$ cat src/rtl/seq_mul32.sv
// rtl/seq_mul32.sv - sequential 32x32 unsigned shift-add multiplier and its carry-select adder
//
// casqu: 32-bit carry-select adder built from four 8-bit blocks.
//   x, y    : addends
//   cin     : carry in
//   sumo    : 32-bit sum
//   cout    : carry out
//
// seq_mul32: one multiply in flight, fixed 32-step latency, valid/ready on both sides.
//   clk, rst_n          : clock, asynchronous active-low reset
//   in_valid / in_ready : operand handshake (in_ready high only in IDLE)
//   a, b                : multiplicand, multiplier (unsigned, sampled on accept)
//   out_valid/out_ready : result handshake (out_valid high only in DONE)
//   product             : {A,Q}, equals a*b while out_valid is high

module casqu (
    input  logic [31:0] x,
    input  logic [31:0] y,
    input  logic        cin,
    output logic [31:0] sumo,
    output logic        cout
);

    logic [4:0] carry;

    assign carry[0] = cin;

    // Each block precomputes both carry-in outcomes; the rippling carry only drives muxes.
    for (genvar g = 0; g < 4; g++) begin : g_blk
        logic [8:0] s0;
        logic [8:0] s1;

        assign s0 = {1'b0, x[8*g +: 8]} + {1'b0, y[8*g +: 8]};
        assign s1 = {1'b0, x[8*g +: 8]} + {1'b0, y[8*g +: 8]} + 9'd1;

        assign sumo[8*g +: 8] = carry[g] ? s1[7:0] : s0[7:0];
        assign carry[g+1]     = carry[g] ? s1[8]   : s0[8];
    end

    assign cout = carry[4];

endmodule

module seq_mul32 (
    input  logic        clk,
    input  logic        rst_n,
    input  logic        in_valid,
    output logic        in_ready,
    input  logic [31:0] a,
    input  logic [31:0] b,
    output logic        out_valid,
    input  logic        out_ready,
    output logic [63:0] product
);

    typedef enum logic [1:0] {
        IDLE = 2'd0,
        RUN  = 2'd1,
        DONE = 2'd2
    } state_t;

    state_t      state_q, state_d;
    logic [31:0] m_q, m_d;
    logic [31:0] a_q, a_d;
    logic [31:0] q_q, q_d;
    logic [4:0]  cnt_q, cnt_d;

    logic [31:0] add_y;
    logic [31:0] add_sum;
    logic        add_cout;

    // Add the multiplicand only when the current multiplier LSB is set.
    assign add_y = q_q[0] ? m_q : 32'h0;

    casqu u_casqu (
        .x    (a_q),
        .y    (add_y),
        .cin  (1'b0),
        .sumo (add_sum),
        .cout (add_cout)
    );

    always_comb begin
        state_d = state_q;
        m_d     = m_q;
        a_d     = a_q;
        q_d     = q_q;
        cnt_d   = cnt_q;

        case (state_q)
            IDLE: begin
                if (in_valid) begin
                    m_d     = a;
                    a_d     = 32'h0;
                    q_d     = b;
                    cnt_d   = 5'd0;
                    state_d = RUN;
                end
            end
            RUN: begin
                // {A,Q} <= {cout, sum, Q} >> 1: carry enters A[31], sum LSB enters Q[31].
                a_d   = {add_cout, add_sum[31:1]};
                q_d   = {add_sum[0], q_q[31:1]};
                cnt_d = cnt_q + 5'd1;
                if (cnt_q == 5'd31) begin
                    state_d = DONE;
                end
            end
            DONE: begin
                if (out_ready) begin
                    state_d = IDLE;
                end
            end
            default: begin
                state_d = IDLE;
            end
        endcase
    end

    always_ff @(posedge clk or negedge rst_n) begin
        if (!rst_n) begin
            state_q <= IDLE;
            m_q     <= 32'h0;
            a_q     <= 32'h0;
            q_q     <= 32'h0;
            cnt_q   <= 5'd0;
        end else begin
            state_q <= state_d;
            m_q     <= m_d;
            a_q     <= a_d;
            q_q     <= q_d;
            cnt_q   <= cnt_d;
        end
    end

    assign in_ready  = (state_q == IDLE);
    assign out_valid = (state_q == DONE);
    assign product   = {a_q, q_q};

endmodule

$ cat config.mk
export PLATFORM = sky130hd
export DESIGN_NAME = seq_mul32
export DESIGN_NICKNAME = d
export VERILOG_FILES = /design/src/rtl/seq_mul32.sv
export SDC_FILE = /design/constraint.sdc
export NUM_CORES = 1
export LEC_CHECK = 0
export CORE_ASPECT_RATIO = 0.75
export CORE_MARGIN = 2
export CORE_UTILIZATION = 30
export DETAILED_ROUTE_END_ITERATION = 8
export PLACE_DENSITY = 0.63
export SYNTH_ARGS = -nofsm -noshare
export SYNTH_HDL_FRONTEND = slang
export SYNTH_SLANG_ARGS = --single-unit
$ cat constraint.sdc
create_clock -name clk -period 6.1 [get_ports clk]
set_input_delay 1.22 -clock clk [delete_from_list [all_inputs] [get_ports clk]]
set_output_delay 1.22 -clock clk [all_outputs]
set_load 0.03 [all_outputs]
==> run summary <==
Outcome: finished clean
Combined flip-flop and latch cell area: 2577 µm²
Die Y-Extent: 128.8 µm
Router iterations before antenna repair: 4
Cell area after synthesis: 6228 µm²
Number of synthesized register bits: 103
Worst hold margin: 0.4999 ns
Clock Tree Root: sky130_fd_sc_hd__clkbuf_16
Synth-to-layout area growth: 30.37%
DP Cell Count: 1030
Total number of clock tree sinks: 103
Kind of launch point of the worst setup path: register
1st-iter DRT viols: 197
Antenna cells: 0
Floorplan die area: 21940 µm²
Buffers on Ports: 133
Total core area: 20330 µm²
Synthesis Warnings: 0
Delay of the slowest critical-path stage: 0.75 ns
Post-DRT Antenna Nets: 0
Detailed-route via count: 4902
Sequential fraction of the synthesis area: 41.38%
Actual slew at the worst max-slew pin: 0.9587 ns
Wirelength, routed: 15020 µm
Final critical-path share of the clock period: 71.83%
Horiz. Die Dim: 170.4 µm
Syn Area/Cell: 9.717 µm²
Weighted congestion at the end of routability-driven global placement: 0.8036
Number of library cell types mapped by synthesis: 53
Pre-CTS WS: 1.699 ns
Max FO, Critical Path: 20
Final worst path period need: 4.382 ns
Effective utilization at floorplan: 30.64%
Category of the worst setup path capture point: register
Post-layout worst setup margin: 1.718 ns
Max_cap viols: 0
Hold Fails Final Rpt: 0
Worst reg2reg path startpoint: q_q[0]
Vias/cell: 4.691
Synth Net Count: 750
Worst Path Required: 6.30 ns
Initial antenna violation count: 0
Placed standard-cell area: 7845 µm²
Clock tree from TritonCTS: yes
Ordered list of cells on the worst path: buf_4 > and2_1 > ha_1 > inv_1 > fa_1 > nor2b_1 > o21ai_0 > a2111oi_4 > o2111ai_1 > nor4b_1 > mux2_4 > xor2_1 > and3_1 > o31ai_2
VDD IR max: 277.9 µV
Leak pwr: 3.677 nW
Class of the worst hold path: reg -> reg
Remaining Overflow, GRT: 0
Highest achievable clock rate: 0.2282 GHz
Buffer count from post-CTS setup fixing: 0
Count of mapped cells out of synthesis: 641
Worst setup path startpoint: q_q[0]
Setup Crit Path Kind: reg -> reg
Resized Gates After CTS: 0
Clock latency reported for the late side of the worst-skew pair: 0.34 ns
Count of placed standard cells in the final layout, fillers left out: 1045
First-pass GRT wire length: 25220 µm
Number of primary I/O pins: 134
Post-route cell area: 8120 µm²
Via count of the first global-routing pass: 4854
HPWL after detailed placement: 10790 µm
Post-CTS Hold Fix Bufs: 0
Slew HR: 35.87%
Multi-input gate area in the final layout: 3455 µm²
Hold path start: m_q[30]
Inserted Clock Buffers: 9
Clk slew on worst S/H paths: 0.07 ns
Std cell rows: 45
Max-slew violation count: 0
Number of DRC violations after detailed routing: 0
Combined global-route utilization of all metal layers: 14.44%
Filler cells: 2045
Avg WL per Cell: 14.38 µm
Worst-path cell with the longest stage delay: sky130_fd_sc_hd__xor2_1
Largest clock skew in the final design: 0.007395 ns
Maximum number of buffers from clock root to sink: 2
Number of nets in the layout: 868
PD cells: 525.5 nW/µm²
Total chip power: 4.267 mW
Arrival time at the worst endpoint: 4.58 ns
Layout cell share with drive strength beyond 1: 8.388%
Unrepaired setup endpoints after global routing: no
Fraction of the core area covered by cells at the end of the flow: 39.95%
Post-route setup TNS: 0 ns
H-Tree Depth: 3
Largest net degree at the start of global routing: 74
Final Setup Violations: 0
## layer usage
metal  wire [µm]  share of wire, %  up-vias  GRT usage, %
met3         596               4.0        8         3.353
li1            -                 -     2501             -
met1        7883                52     2309         20.86
met5           0                 0        -             0
met2        6424                43       84         22.21
met4         119              0.79        0         2.765
## power breakdown
part | switching (mW) | leakage (nW) | internal (mW) | total, mW
clock network | 0.251 | 0.138 | 0.297 | 0.548
logic | 1.39 | 2.28 | 1.07 | 2.46
registers | 0.248 | 1.26 | 1.01 | 1.26
total | 1.89 | 3.68 | 2.38 | 4.27
## final cells by class
class	instances	area share, %
inverter	25	1.156
multi-input combinational	482	42.54
sequential	103	31.74
timing repair buffer	138	16.83
tap	282	4.345
clock buffer	12	3.159
clock inverter	3	0.2311
## cells in the final DEF, fill, tap and decap left out, types with 17 or more instances in the layout
cell / Yosys / layout
sky130_fd_sc_hd__dfrtp_1: 103 / 103
sky130_fd_sc_hd__mux2i_1: 36 / 36
sky130_fd_sc_hd__o21ai_0: 70 / 70
sky130_fd_sc_hd__xor2_1: 17 / 17
sky130_fd_sc_hd__clkdlybuf4s50_1: 0 / 132
sky130_fd_sc_hd__nor2_1: 20 / 20
sky130_fd_sc_hd__and2_1: 29 / 29
sky130_fd_sc_hd__ha_1: 37 / 37
sky130_fd_sc_hd__mux2_2: 32 / 32
sky130_fd_sc_hd__xnor2_1: 17 / 17
sky130_fd_sc_hd__nand2_1: 60 / 59
sky130_fd_sc_hd__inv_1: 25 / 25
sky130_fd_sc_hd__nand3_1: 48 / 48
## sequential cells by signal, summed over array words and instances, names as in the netlist
register  flops
cnt_q         5
state_q       2
a_q          32
q_q          32
m_q          32
## synth_stat cells (all sizes together)
master   count  share of area (%)
nor3        11               0.88
nor2        20                1.2
o21bai       3               0.36
o21a         6               0.72
o32a         1               0.16
o21ai       74                5.9
nand4b       1               0.14
o211ai       2               0.24
o31ai        1               0.20
ha          37                7.4
xor2        18                2.7
clkbuf      26                1.6
o31a         2               0.28
mux2i       36                5.8
fa           4                1.3
a22o         1               0.14
a21o        10                1.2
a31oi        3               0.30
xnor2       18                2.7
nor4b        2               0.28
a21oi       17                1.4
and2b        1               0.12
a211oi       4               0.48
a31o         1               0.14
o221ai       1               0.14
mux2        34                6.2
or2          1               0.10
and3         3               0.30
or3          3               0.30
and2        29                2.9
inv         25                1.5
nand4        3               0.30
o2111ai      3               0.42
nand3       48                3.9
buf          5               0.36
nor2b        7               0.70
or3b         2               0.28
a2111oi      1               0.44
nor4         3               0.30
nand2       60                3.6
nand2b       8               0.80
dfrtp      103                 41
a32oi        1               0.14
or4          2               0.30
## logic make-up (layout without fill, tap and decap cells)
family	Yosys count	in the layout	share of synthesized area [%]
simple gates	204	204	16.41
compound gates	131	131	12.76
flops	103	103	41.38
mux	70	70	11.99
buf+inv	56	178	3.435
fa+ha+maj	41	41	8.718
xor+xnor	36	36	5.303
## critical path, delay by kind of cell, from the launching register on
kind / cells / cell delay [ns]
fa+ha+maj: 2 / 0.58
simple gates: 4 / 0.94
mux: 1 / 0.21
compound gates: 4 / 0.78
flops: 1 / 0.59
buf+inv: 2 / 0.38
xor+xnor: 1 / 0.75
## final timing paths
check / slack (ns) / cells after the start / endpoint
max: 1.72 / 14 / a_q[31]
min: 0.50 / 1 / m_q[30]
max reg2reg: 1.72 / 14 / a_q[31]
min reg2reg: 0.50 / 1 / m_q[30]
max in group asynchronous: 4.06 / 2 / m_q[29]
min in group asynchronous: 0.92 / 1 / m_q[12]
No activity file was read; power rests on OpenSTA's default activity.
==> RTL edit 1: new RTL, config.mk and constraints unchanged <==
The 3 states of `state_t` get a one-hot encoding in 3 bits.
--- a/src/rtl/seq_mul32.sv
+++ b/src/rtl/seq_mul32.sv
@@ -53,10 +53,10 @@
     output logic [63:0] product
 );
 
-    typedef enum logic [1:0] {
-        IDLE = 2'd0,
-        RUN  = 2'd1,
-        DONE = 2'd2
+    typedef enum logic [2:0] {
+        IDLE = 3'b001,
+        RUN  = 3'b010,
+        DONE = 3'b100
     } state_t;
 
     state_t      state_q, state_d;
Check against the original RTL: no difference found for any inputs over 4 cycles, from zero or initial values and one cycle with rst_n low; so few cycles prove little.
==> RTL edit 1 against the unedited design <==
- core utilization is 0.57 points lower
- setup slack better by 0.36 ns
- area after synthesis is 2.8% higher
- sequential cell count is 1 higher
- wire length rose by 12%
- critical path depth is 1 lower
- power shrank 2.0%
- global-route usage up 0.76 points
- clock power up 20%
- first-iteration DRC count increased by 100%
- cell area up 2.2%
- hold slack worse by 0.029 ns
- combinational power is 7% lower
==> RTL edit 1: results (changes against the unedited design) <==
Worst setup path
  – Crit-path max cell delay: 0.68 ns (was 0.75 ns)
  – Worst-path fanout max: 15 (was 20)
  – Worst path arrival time: 4.22 ns (was 4.58 ns)
  – R2R setup slack: 2.08 ns (was 1.72 ns)

Detailed routing
  – 1st-iter DRT viols: 399 (was 197)
  – Vias post-DR: 5,580 (was 4,902)
  – Final WL: 16,900 um (was 15,000 um)
  – Pre-antenna DRT Iters: 5 (was 4)

Hold path
  – WHS Path Cells: 2 (was 1)
  – Hold path endpoint: m_q[26]$_DFFE_PN0P_ (was m_q[30]$_DFFE_PN0P_)

Logic synthesis
  – Mapped Nets: 876 (was 750)
  – Mean Syn Cell Area: 8.35 um2 (was 9.72 um2)
  – Distinct cell type count after synthesis: 64 (was 53)
  – Synth top area cells: dfrtp_1 (40%), nand2_1 (11%), ha_1 (7.2%), nor2_1 (3.8%), a31oi_1 (3.5%) (was dfrtp_1 (41%), ha_1 (7.4%), mux2i_1 (5.8%), mux2_2 (5.8%), o21ai_0 (5.6%))
  – Top post-synthesis cells by count: nand2_1 (191), dfrtp_1 (103), nor2_1 (64), nand3_1 (41), o21ai_0 (39) (was dfrtp_1 (103), o21ai_0 (70), nand2_1 (60), nand3_1 (48), ha_1 (37))

STA
  – Worst Clk Skew: 0.0135 ns (was 0.00740 ns)
  – Hold Worst Slack: 0.471 ns (was 0.500 ns)
  – Fin crit share: 65.9% (was 71.8%)
  – Slew Limit Fails: 0 (unchanged)

Finish
  – Post-Layout Cell Count: 1,169 (was 1,045)
  – Number of fill cells in the layout: 2,188 (was 2,045)
  – FF/Latch Area: 0.00260 mm2 (was 0.00258 mm2)
  – Share of layout cells above drive strength 1: 4.88% (was 8.39%)
  – Layout Nets: 985 (was 868)

Clocking
  – Clk Latency, worst-skew pair: 0.37 ns (was 0.34 ns)

Global route
  – Largest net degree at the start of global routing: 96 (was 74)
  – First-pass GRT wire length: 27,800 um (was 25,200 um)
  – GRT Overall Usage: 15.2% (was 14.4%)
  – Vias in the first global route: 5,311 (was 4,854)

Pwr
  – Lkg Pwr: 3.74 nW (was 3.68 nW)
  – Peak supply drop: 0.206 mV (was 0.278 mV)
  – Switch Pwr: 1.92 mW (was 1.89 mW)

Outcome
  – Status: complete, no violations (unchanged)

Place
  – Post-DP Area: 0.00797 mm2 (was 0.00785 mm2)
  – DP HPWL: 11,800 um (was 10,800 um)
## RTL edit 1: cell count changes after synthesis, moves of 7 or more
cell,delta
clkbuf_1,+8
nand3_1,-7
mux2i_1,-30
nand2_1,+131
o21ai_0,-31
a31oi_1,+33
mux2_2,-32
nor2_1,+44
## RTL edit 1: logic make-up (layout without fill, tap and decap cells)
| logic type | Yosys count | in the layout | share of synthesized area (%) |
|---|---|---|---|
| AND/OR/NAND/NOR | 375 | 375 | 26.4 |
| AO/OA/AOI/OAI | 140 | 140 | 14.1 |
| flip-flops | 104 | 104 | 40.7 |
| buffers and inverters | 65 | 179 | 4.26 |
| adder cells (fa/ha/maj) | 41 | 41 | 8.48 |
| XOR/XNOR | 36 | 36 | 5.16 |
| multiplexers | 6 | 6 | 0.938 |
## RTL edit 1: power groups by stage
stage / clock, mW / sequential (mW) / combinational [mW]
finish: 0.655 / 1.23 / 2.30
global route: 0.707 / 1.27 / 2.55
CTS: 0.680 / 1.23 / 2.32
detailed placement: 0 / 1.23 / 2.31
global placement: 0 / 1.24 / 2.28
floorplan: 0 / 1.51 / 1.26
## RTL edit 1: per-layer routing
metal	part of all wire, %	GRT usage (%)
met5	0	0
met4	0.67	3.64
met3	4.8	3.47
met2	43	22.8
met1	52	22.2
## RTL edit 1: final cells by class
type / count / area share [%]
Clock inverter: 7 / 1.24
Multi-Input combinational cell: 598 / 42.7
Sequential cell: 104 / 31.4
Timing Repair Buffer: 139 / 16.6
Tap cell: 288 / 4.34
Clock buffer: 9 / 2.71
Inverter: 24 / 1.09
==> RTL edit 2: new RTL, same flow settings <==
Made on the original files. Make the reset (`rst_n`) synchronous in one clocked block. Comments in the files are not updated.
--- a/src/rtl/seq_mul32.sv
+++ b/src/rtl/seq_mul32.sv
@@ -117,7 +117,7 @@
         endcase
     end
 
-    always_ff @(posedge clk or negedge rst_n) begin
+    always_ff @(posedge clk) begin
         if (!rst_n) begin
             state_q <= IDLE;
             m_q     <= 32'h0;
Formal check against the unedited RTL: differs if rst_n is asserted again (counterexample within 4 cycles, from zero or initial values and one cycle with rst_n low); with rst_n held inactive, the same outputs for 4 cycles.
==> RTL edit 2 against the unedited design <==
- sequential cell count is the same
- setup slack gained 0.10 ns
- clock skew grew 0.0029 ns
- cell area shrank 4.3%
- area after synthesis shrank 4.1%
- global-route usage grew 0.74 points
- wire length grew 7.2%
- critical endpoint is now a_q[29]$_SDFFE_PN0P_
Power is not compared: it rests on default switching activity, and its combinational part moved more than twofold at a synthesized area within 25%.
==> RTL edit 2: results (changes against the unedited design) <==
Job
  – Number of max-cap violations: 0 (unchanged)

Global route
  – Vias in the first global route: 5,140 (was 4,854)
  – Initial antenna violation count: 0 (unchanged)
  – GR Util met3: 3.55% (was 3.35%)
  – First-pass GRT wire length: 26,400 um (was 25,200 um)
  – GRT busiest layer: met2 (unchanged)
  – GRT Overall Usage: 15.2% (was 14.4%)
  – Met2 Use GR: 23.0% (was 22.2%)
  – Met1 GRT Util: 21.9% (was 20.9%)
  – Largest net degree at the start of global routing: 94 (was 74)

Outcome
  – Status: complete, no violations (unchanged)

Logic synthesis
  – Synth top area cells: dfxtp_1 (35%), nand2_1 (11%), ha_1 (7.7%), a21oi_1 (6.0%), a311oi_1 (4.8%) (was dfrtp_1 (41%), ha_1 (7.4%), mux2i_1 (5.8%), mux2_2 (5.8%), o21ai_0 (5.6%))
  – Main flop type after synthesis: dfxtp_1 (was dfrtp_1)
  – Post-Synth XOR/XNOR Area: 5.74% (was 5.30%)
  – Mapped Nets: 885 (was 750)
  – Synth Area in Compound Gates: 18.8% (was 12.8%)
  – YS warnings: 0 (unchanged)
  – Mux contribution to synthesized area: 0.168% (was 12.0%)
  – Async S/R FF share, synth: 0% (was 100%)
  – Distinct cell type count after synthesis: 57 (was 53)
  – Seq/Total Area, Yosys: 34.5% (was 41.4%)
  – Top post-synthesis cells by count: nand2_1 (175), dfxtp_1 (103), a21oi_1 (72), nor2_1 (70), clkbuf_1 (39) (was dfrtp_1 (103), o21ai_0 (70), nand2_1 (60), nand3_1 (48), ha_1 (37))
  – Adder-cell share of the synthesized area: 9.09% (was 8.72%)

STA
  – Max-slew headroom: 25.6% (was 35.9%)
  – Worst Clk Skew: 0.0103 ns (was 0.00740 ns)

Worst setup path
  – R2R setup slack: 1.82 ns (was 1.72 ns)
  – Worst-path fanout max: 34 (was 20)

Place
  – # port buffers: 133 (unchanged)
  – DP HPWL: 11,300 um (was 10,800 um)
  – GPL Wtd Cong: 0.813 (was 0.804)

Finish
  – Share of layout cells above drive strength 1: 4.18% (was 8.39%)
  – Layout Nets: 989 (was 868)
  – Antenna Cells: 0 (unchanged)

Detailed routing
  – Final WL: 16,100 um (was 15,000 um)
  – 1st-iter DRT viols: 232 (was 197)
  – DR vias/cell: 4.84 (was 4.69)
  – Pre-antenna DRT Iters: 4 (unchanged)

Clocking
  – Worst-path clk slew: 0.08 ns
  – Clk Latency, worst-skew pair: 0.36 ns (was 0.34 ns)
  – Setup bufs post-CTS: 0 (unchanged)

Pwr
  – Lkg Pwr: 3.06 nW

Hold path
  – Hold WC Path Type: reg -> reg (unchanged)
==> RTL edit 2: changes by cell type in the layout (fill, tap and decap cells not counted), sizes merged, moves of 34 or more <==
cell   delta
nor2     +50
mux2i    -35
a21oi    +56
dfxtp   +103
mux2     -34
dfrtp   -103
nand2   +115
o21ai    -52
==> RTL edit 2: stage by stage <==
stage          hold WS (ns)  cell area [um2]  worst slack, ns  std cells  power (mW)
2_1_floorplan         0.414             5980             2.58        776       0.916
4_1_cts               0.453             7770             1.79       1138        1.60
3_5_place_dp          0.440             7490             1.80       1122        1.04
3_3_place_gp          0.436             7490             1.95       1122        1.04
5_1_grt               0.476             7770             1.44       1138        1.66
6_report              0.452             7770             1.82       1138        1.58
==> RTL edit 2: area by class of cell <==
cell class | count | area, um2
Inverter | 27 | 101
Clock inverter | 6 | 46.3
Fill cell | 1993 | 11700
Tap cell | 253 | 317
Multi-Input combinational cell | 602 | 3650
Clock buffer | 10 | 229
Timing Repair Buffer | 137 | 1360
Sequential cell | 103 | 2060
==> RTL edit 2: routing by layer <==
layer  part of all wire [%]  wire [um]
met3                    4.6        743
met2                     42       6750
met1                     53       8490
met4                   0.82        132
met5                      0          0
==> RTL edit 2: report_power, final <==
group | switching, mW | internal, mW | leakage (nW) | total [mW]
registers | 0.0321 | 0.709 | 0.842 | 0.741
logic | 0.164 | 0.122 | 2.09 | 0.286
clock network | 0.277 | 0.280 | 0.129 | 0.557
total | 0.473 | 1.11 | 3.06 | 1.58
==> RTL edit 2: worst paths after layout <==
path | start | to | cells after the start
min | m_q[15]$_SDFFE_PN0P_ | m_q[15]$_SDFFE_PN0P_ | 2
max | q_q[0]$_SDFFE_PN0P_ | a_q[29]$_SDFFE_PN0P_ | 14
min reg2reg | m_q[15]$_SDFFE_PN0P_ | m_q[15]$_SDFFE_PN0P_ | 2
max reg2reg | q_q[0]$_SDFFE_PN0P_ | a_q[29]$_SDFFE_PN0P_ | 14
==> RTL edit 2: critical path: stages (launching register included) <==
cell      delay (ns)
dfxtp_1         1.06
and2_1          0.25
ha_1            0.16
inv_1           0.06
fa_1            0.37
nand2b_1        0.19
a21oi_1         0.25
o32ai_2         0.18
nor2_1          0.31
nand4_4         0.18
xnor2_4         0.27
a21oi_2         0.12
nor2b_4         0.30
a21oi_1         0.10
or3b_1          0.34
==> RTL edit 2: logic make-up after synthesis <==
logic type | after synthesis
muxes | 1
and+or+nand+nor | 355
adders and majority gates | 41
xor gates and xnor gates | 37
buffers and inverters | 71
DFF | 103
AOI/OAI and AO/OA | 168
